`config.mk`:
```
export PLATFORM = sky130hd
export DESIGN_NAME = mips_timer
export DESIGN_NICKNAME = d
export VERILOG_FILES = /design/src/rtl/mips_timer_pkg.sv /design/src/rtl/byte_merge.sv /design/src/rtl/mips_timer.sv
export SDC_FILE = /design/constraint.sdc
export NUM_CORES = 1
export LEC_CHECK = 0
export ABC_AREA = 1
export BUFFER_PORTS_ARGS = -buffer_cell sky130_fd_sc_hd__buf_2
export CORE_MARGIN = 4
export CORE_UTILIZATION = 45
export CTS_CLUSTER_DIAMETER = 50
export DETAILED_ROUTE_END_ITERATION = 7
export PLACE_DENSITY = 0.68
export SETUP_SLACK_MARGIN = 0.1
export SLEW_MARGIN = 20
export SYNTH_ARGS = -nofsm -noshare
export SYNTH_HDL_FRONTEND = slang
export SYNTH_SLANG_ARGS = --single-unit
```
`constraint.sdc`:
```
create_clock -name clk -period 2.35 [get_ports clk]
set_input_delay 0.47 -clock clk [delete_from_list [all_inputs] [get_ports clk]]
set_output_delay 0.47 -clock clk [all_outputs]
set_load 0.05 [all_outputs]
```
`src/rtl/mips_timer_pkg.sv`:
```
// Shared constants for the memory-mapped countdown timer.
package mips_timer_pkg;

    localparam logic [1:0] TMR_CTRL   = 2'd0;
    localparam logic [1:0] TMR_PRESET = 2'd1;
    localparam logic [1:0] TMR_COUNT  = 2'd2;

    typedef enum logic [1:0] {
        ST_IDLE = 2'd0,
        ST_LOAD = 2'd1,
        ST_CNT  = 2'd2,
        ST_INT  = 2'd3
    } tmr_state_t;

    localparam logic [1:0] MODE_ONESHOT = 2'b00;
    localparam logic [1:0] MODE_RELOAD  = 2'b01;

    localparam int CTRL_EN      = 0;
    localparam int CTRL_MODE_LO = 1;
    localparam int CTRL_MODE_HI = 2;
    localparam int CTRL_IM      = 3;

endpackage

```
`src/rtl/byte_merge.sv`:
```
// Per-byte merge of a store into an existing 32-bit register value.
module byte_merge (
    input  logic [31:0] cur,
    input  logic [31:0] upd,
    input  logic [3:0]  byteen,
    output logic [31:0] merged
);

    always_comb begin
        merged = cur;
        for (int i = 0; i < 4; i++) begin
            if (byteen[i]) merged[8*i +: 8] = upd[8*i +: 8];
        end
    end

endmodule

```
`src/rtl/mips_timer.sv`:
```
// Countdown timer with CTRL/PRESET/COUNT registers on the M-stage data bus.
import mips_timer_pkg::*;

module mips_timer #(
    parameter logic [31:0] BASE_ADDR = 32'h0000_7F00
) (
    input  logic        clk,
    input  logic        reset,
    input  logic [31:0] addr,
    input  logic        we,
    input  logic [3:0]  byteen,
    input  logic [31:0] wdata,
    output logic [31:0] rdata,
    output logic        irq
);

    tmr_state_t  state;
    logic [3:0]  ctrl;
    logic [31:0] preset;
    logic [31:0] count;
    logic        pending;

    logic        sel;
    logic [1:0]  offset;
    logic        wr;
    logic        ctrl_wr;
    logic        preset_wr;
    logic        auto_reload;
    logic [31:0] ctrl_merged;
    logic [31:0] preset_merged;
    logic        ctrl_hi_unused;

    assign sel         = (addr[31:4] == BASE_ADDR[31:4]);
    assign offset      = addr[3:2];
    assign wr          = sel & we & (|byteen);
    assign ctrl_wr     = wr & (offset == TMR_CTRL);
    assign preset_wr   = wr & (offset == TMR_PRESET);
    assign auto_reload = (ctrl[CTRL_MODE_HI:CTRL_MODE_LO] == MODE_RELOAD);
    assign irq         = ctrl[CTRL_IM] & pending;

    byte_merge u_ctrl_merge (
        .cur    ({28'd0, ctrl}),
        .upd    (wdata),
        .byteen (byteen),
        .merged (ctrl_merged)
    );

    byte_merge u_preset_merge (
        .cur    (preset),
        .upd    (wdata),
        .byteen (byteen),
        .merged (preset_merged)
    );

    // Only CTRL[3:0] exist as flops; upper merged bits are dropped.
    assign ctrl_hi_unused = ^ctrl_merged[31:4];

    always_comb begin
        rdata = '0;
        if (sel) begin
            unique case (offset)
                TMR_CTRL:   rdata = {28'd0, ctrl};
                TMR_PRESET: rdata = preset;
                TMR_COUNT:  rdata = count;
                default:    rdata = '0;
            endcase
        end
    end

    always_ff @(posedge clk or negedge reset) begin
        if (!reset) begin
            state   <= ST_IDLE;
            ctrl    <= '0;
            preset  <= '0;
            count   <= '0;
            pending <= 1'b0;
        end else begin
            if (preset_wr) preset <= preset_merged;
            if (ctrl_wr) begin
                ctrl    <= ctrl_merged[3:0];
                pending <= 1'b0;
            end
            // Later assignments override: terminal-count set beats the CPU clear.
            unique case (state)
                ST_IDLE: begin
                    if (ctrl[CTRL_EN]) state <= ST_LOAD;
                end
                ST_LOAD: begin
                    count <= preset;
                    state <= ST_CNT;
                end
                ST_CNT: begin
                    if (!ctrl[CTRL_EN]) begin
                        state <= ST_IDLE;
                    end else if (count > 32'd1) begin
                        count <= count - 32'd1;
                    end else begin
                        count   <= '0;
                        pending <= 1'b1;
                        state   <= ST_INT;
                    end
                end
                ST_INT: begin
                    if (auto_reload) begin
                        pending <= 1'b0;
                        state   <= ST_LOAD;
                    end else begin
                        if (!ctrl_wr) ctrl[CTRL_EN] <= 1'b0;
                        state <= ST_IDLE;
                    end
                end
                default: state <= ST_IDLE;
            endcase
        end
    end

endmodule

```
==> results.md <==
Power:
- The maximum vdd drop is 0.000320 V.
- The cell-internal power is 0.00180 W.
- The net switching component of the power is approximately 0.00055 W.
- Of the total power, the share spent switching nets is roughly a quarter.
- The static leakage is between 3 and 4 nW.
- Sequential cells burn slightly above 50% of the power.
- In this run, the clock network consumes 41.4% of the power.
- The portion of total power attributed to combinational logic is under 10%.
- In this run the power density over the cells is ~400 nW/um^2.

Floorplanning:
- The overall die height is roughly 110 um.
- The overall die area is between 10,000 and 15,000 um^2.
- The number of placed I/O pins is 104.
- The number of rows in the core area is 37.
- The core region is around 11,000 um^2.
- The die is approximately 110 um wide.
- The initial utilization of the core area, before any placement, comes to between 40% and 50%.

Synth:
- The count of warnings emitted by yosys is 0.
- The number of library cell types mapped by synthesis is 31.
- In this run, synthesis produced a sequential element count of between 70 and 80.
- The gate count of the mapped netlist is 735.
- Sequential cells were found to cover a little over a third of the synthesized design area.
- The post-synth net total is 808.
- The cell area that synthesis handed to floorplanning was just under 5000 um^2.
- The post-synthesis average cell area is between 6 and 7 um^2.

Drt:
- The detailed router put a total of slightly below 6 mm of wire on met1.
- The sum of met2 wire segment lengths after detailed routing is between 6 and 7 mm.
- Detailed routing inserted a total of about 4,800 vias.
- The count of nets left with antenna violations once routing finished came out at 0.
- The detailed-routing iteration count for the pre-antenna-repair pass is 4.
- The DRC violations left is 0.
- For this block, the routed nets add up to about 13 mm of wire.
- The first routing iteration left between 200 and 250 violations.
- After detailed routing, no signal wire sits above met4.
- Using the TritonRoute via totals, the vias-per-cell ratio works out to slightly below 5.
- In the final routed layout, each cell accounts on average for between 10 and 15 um.
- The detailed-routed wire length on met3 is 888 um.

Final layout:
- At the end of the flow, the number of nets in the layout was between 900 and 1,000.
- The library cell used most frequently in the layout, excluding fill and tap cells, is nand2_1.
- Cells with a size suffix above 1 make up 24.9% of the layout.
- Relative to the synthesized area, the layout overhead comes to 22.6%.
- The utilization after layout is between 50 and 60%.
- Summing all non-filler instances in the final layout gives an area of 6050 um^2.
- The library cells used most frequently in the layout, excluding fill and tap cells, are nand2_1 (298), inv_1 (81), nor2_1 (79), dfrtp_1 (71), buf_2 (70).
- The number of diodes is 0.
- The layout has 1,050 filler cells.

STA:
- Across the routed clock network, the largest skew measured is 8.59 ps.
- For the pin with the worst max-slew slack, the measured transition is ~530 ps.
- Based on the critical path, the design can be clocked at up to roughly 0.46 GHz.
- The worst hold slack across all endpoints is around 340 ps.
- Summed over all failing endpoints, the final setup total negative slack is 0 ps.
- The final number of hold-violating endpoints was 0.
- Setup repair after global routing could not meet its margin everywhere.
- Setup violations remaining at the end of the flow were counted as 0.
- The remaining max-slew budget at the tightest pin is 64.8%.
- The final cycle utilization of the critical path is between 90% and 100%.
- The shortest period the worst path allows is about 2200 ps.
- The count of final max-slew check failures came to 0.

Global routing:
- The first global-routing pass estimated approximately 22 mm of wire.
- Summed over all layers, the global routing overflow is 0.
- The initial antenna violation count was 0.
- The global routing usage summed across all routing layers is approximately a fifth.
- The number of global-route vias before repair was 4,799.
- Entering global routing, the biggest net connects 61 pins.

Worst setup path:
- At the worst endpoint, the required time is between 1500 and 2000 ps.
- The slowest stage of the critical path belongs to the cell buf_4.
- The startpoint identified for the worst register-to-register timing path is count[1]$_DFFE_PN0P_.
- Walking the worst path, the cells encountered are buf_2, nor2_1, nor3b_2, nand3_2, nor2_8, inv_2, buf_12, a21oi_1, buf_4.
- The maximum cell stage delay along the critical path is 220 ps.
- In this run the register-to-register setup slack is ~320 ps.
- The capturing point of the worst reg2reg path is count[25]$_DFFE_PN0P_.
- The worst setup path is launched from an input pin.
- The worst endpoint data arrival time is 1710 ps.
- The endpoint class of the critical path is an output pin.
- The setup path with the least slack is of type input pin to output pin.
- The maximum fanout along the worst path is 17.
- Counting cells, the worst reg-to-reg path comes to 13.

Run:
- The number of max-cap violations is 0.

Hold path:
- The critical hold path startpoint is wdata[9].
- The path type of the worst min-delay path is input pin to flop.
- The worst hold path terminates at preset[9]$_DFFE_PN0P_.
- The worst hold path passes through 3 cells.

Clock tree:
- The clock network latency to the later pin of the worst-skew pair is about 360 ps.
- The number of clock sinks is between 70 and 80.
- The clock root buffer master is clkbuf_8.
- Counting along the longest clock path gives a buffer depth of 2.
- The clock tree from TritonCTS is done.
- The clock tree synthesis step divided the H-tree into 3 levels.
- Clock tree synthesis inserted a total of 9 buffers.
- Post-CTS timing repair inserted 0 buffers for setup.
- Clock-pin slew was measured on the worst setup and hold paths at around 80 ps.

Placement:
- Detailed placement finished with a half-perimeter wire length of 9.67 mm.
- The total of buffers placed on input and output ports is ~100.
- The final weighted congestion of routability-driven global placement is between 0.8 and 0.9.
- Once placement finished, the instance area stood at about 5700 um^2.

Status:
- The run finished with clean final reports.
stage by stage:
step	setup slack [ps]	total power, W	std cells
2_1_floorplan	-203	0.00129	735
3_3_place_gp	91.2	0.00140	959
3_5_place_dp	28.0	0.00140	959
4_1_cts	102	0.00239	977
5_1_grt	46.8	0.00246	977
6_report	172	0.00235	977
power groups by stage:
stage               Clock, W  Combinational, W  Sequential [W]
floorplan                  0         0.0000495         0.00125
global placement           0          0.000153         0.00124
detailed placement         0          0.000157         0.00124
CTS                  0.00101          0.000159         0.00122
global route         0.00106          0.000177         0.00122
finish              0.000973          0.000157         0.00122
cell usage after synthesis (all sizes together):
cell type | instances | area, um^2
dfrtp | 71 | 1780
o21ai | 51 | 375
xnor2 | 5 | 43.8
nor3 | 5 | 25.0
xor2 | 12 | 105
nand3 | 24 | 120
buf | 12 | 104
clkinv | 1 | 3.75
nor4 | 1 | 12.5
ha | 2 | 25.0
a21oi | 35 | 175
o21bai | 3 | 22.5
inv | 82 | 308
nand3b | 1 | 7.51
nand4 | 10 | 129
nor2 | 95 | 438
a31oi | 7 | 43.8
nand2 | 302 | 1140
a221oi | 2 | 17.5
nor3b | 1 | 12.5
clkbuf | 13 | 48.8
worst max-delay path, delay by kind of cell:
kind / cells / cell delay (ps)
compound gates: 1 / 150
simple gates: 4 / 530
buf+inv: 4 / 560
per-layer routing:
layer	vias up	global-route usage [%]
li1	2487	-
met1	2148	28.7
met2	134	34.2
met3	9	5.56
met4	0	5.13
met5	-	0
logic make-up (layout without fill, tap and decap cells):
kind of cell	Yosys count	in the layout	synth area share, %
adders and majority gates	2	2	0.507
DFF	71	71	36.0
and+or+nand+nor	439	440	38.2
buffers and inverters	108	213	9.40
xor gates and xnor gates	17	17	3.02
AOI/OAI and AO/OA	98	98	12.8
sequential cells by signal, summed over array words and instances (netlist names):
name,flops
count,32
ctrl,4
pending,1
preset,32
state,2
timing repair:
item / 4_1_cts / 5_1_grt
cloned: 1 / 0
hold buffers: 1 / 0
pin swaps: 1 / 0
resized for setup: 15 / 45
endpoints found under the setup margin: 24 / 47
hold endpoints to repair: 11 / 0
how the worst max path moves through the flow:
| stage | start | endpoint | depth (start not counted) |
|---|---|---|---|
| 2_1_floorplan | addr[24] | rdata[23] | 8 |
| 3_3_place_gp | addr[20] | rdata[19] | 10 |
| 3_5_place_dp | addr[29] | rdata[26] | 9 |
| 4_1_cts | addr[24] | rdata[27] | 10 |
| 5_1_grt | addr[29] | rdata[15] | 9 |
| 6_report | addr[29] | rdata[18] | 9 |
final cells by class:
type	instances	area, um^2	share of cell area [%]
flip-flops and latches	71	1780	29.4
multi-input cells	557	2860	47.2
inverters	83	312	5.15
clock buffers	12	145	2.40
clock inverters	4	45.0	0.744
repair buffers	114	744	12.3
well taps	136	170	2.81
(Power assumes the default switching activity.)
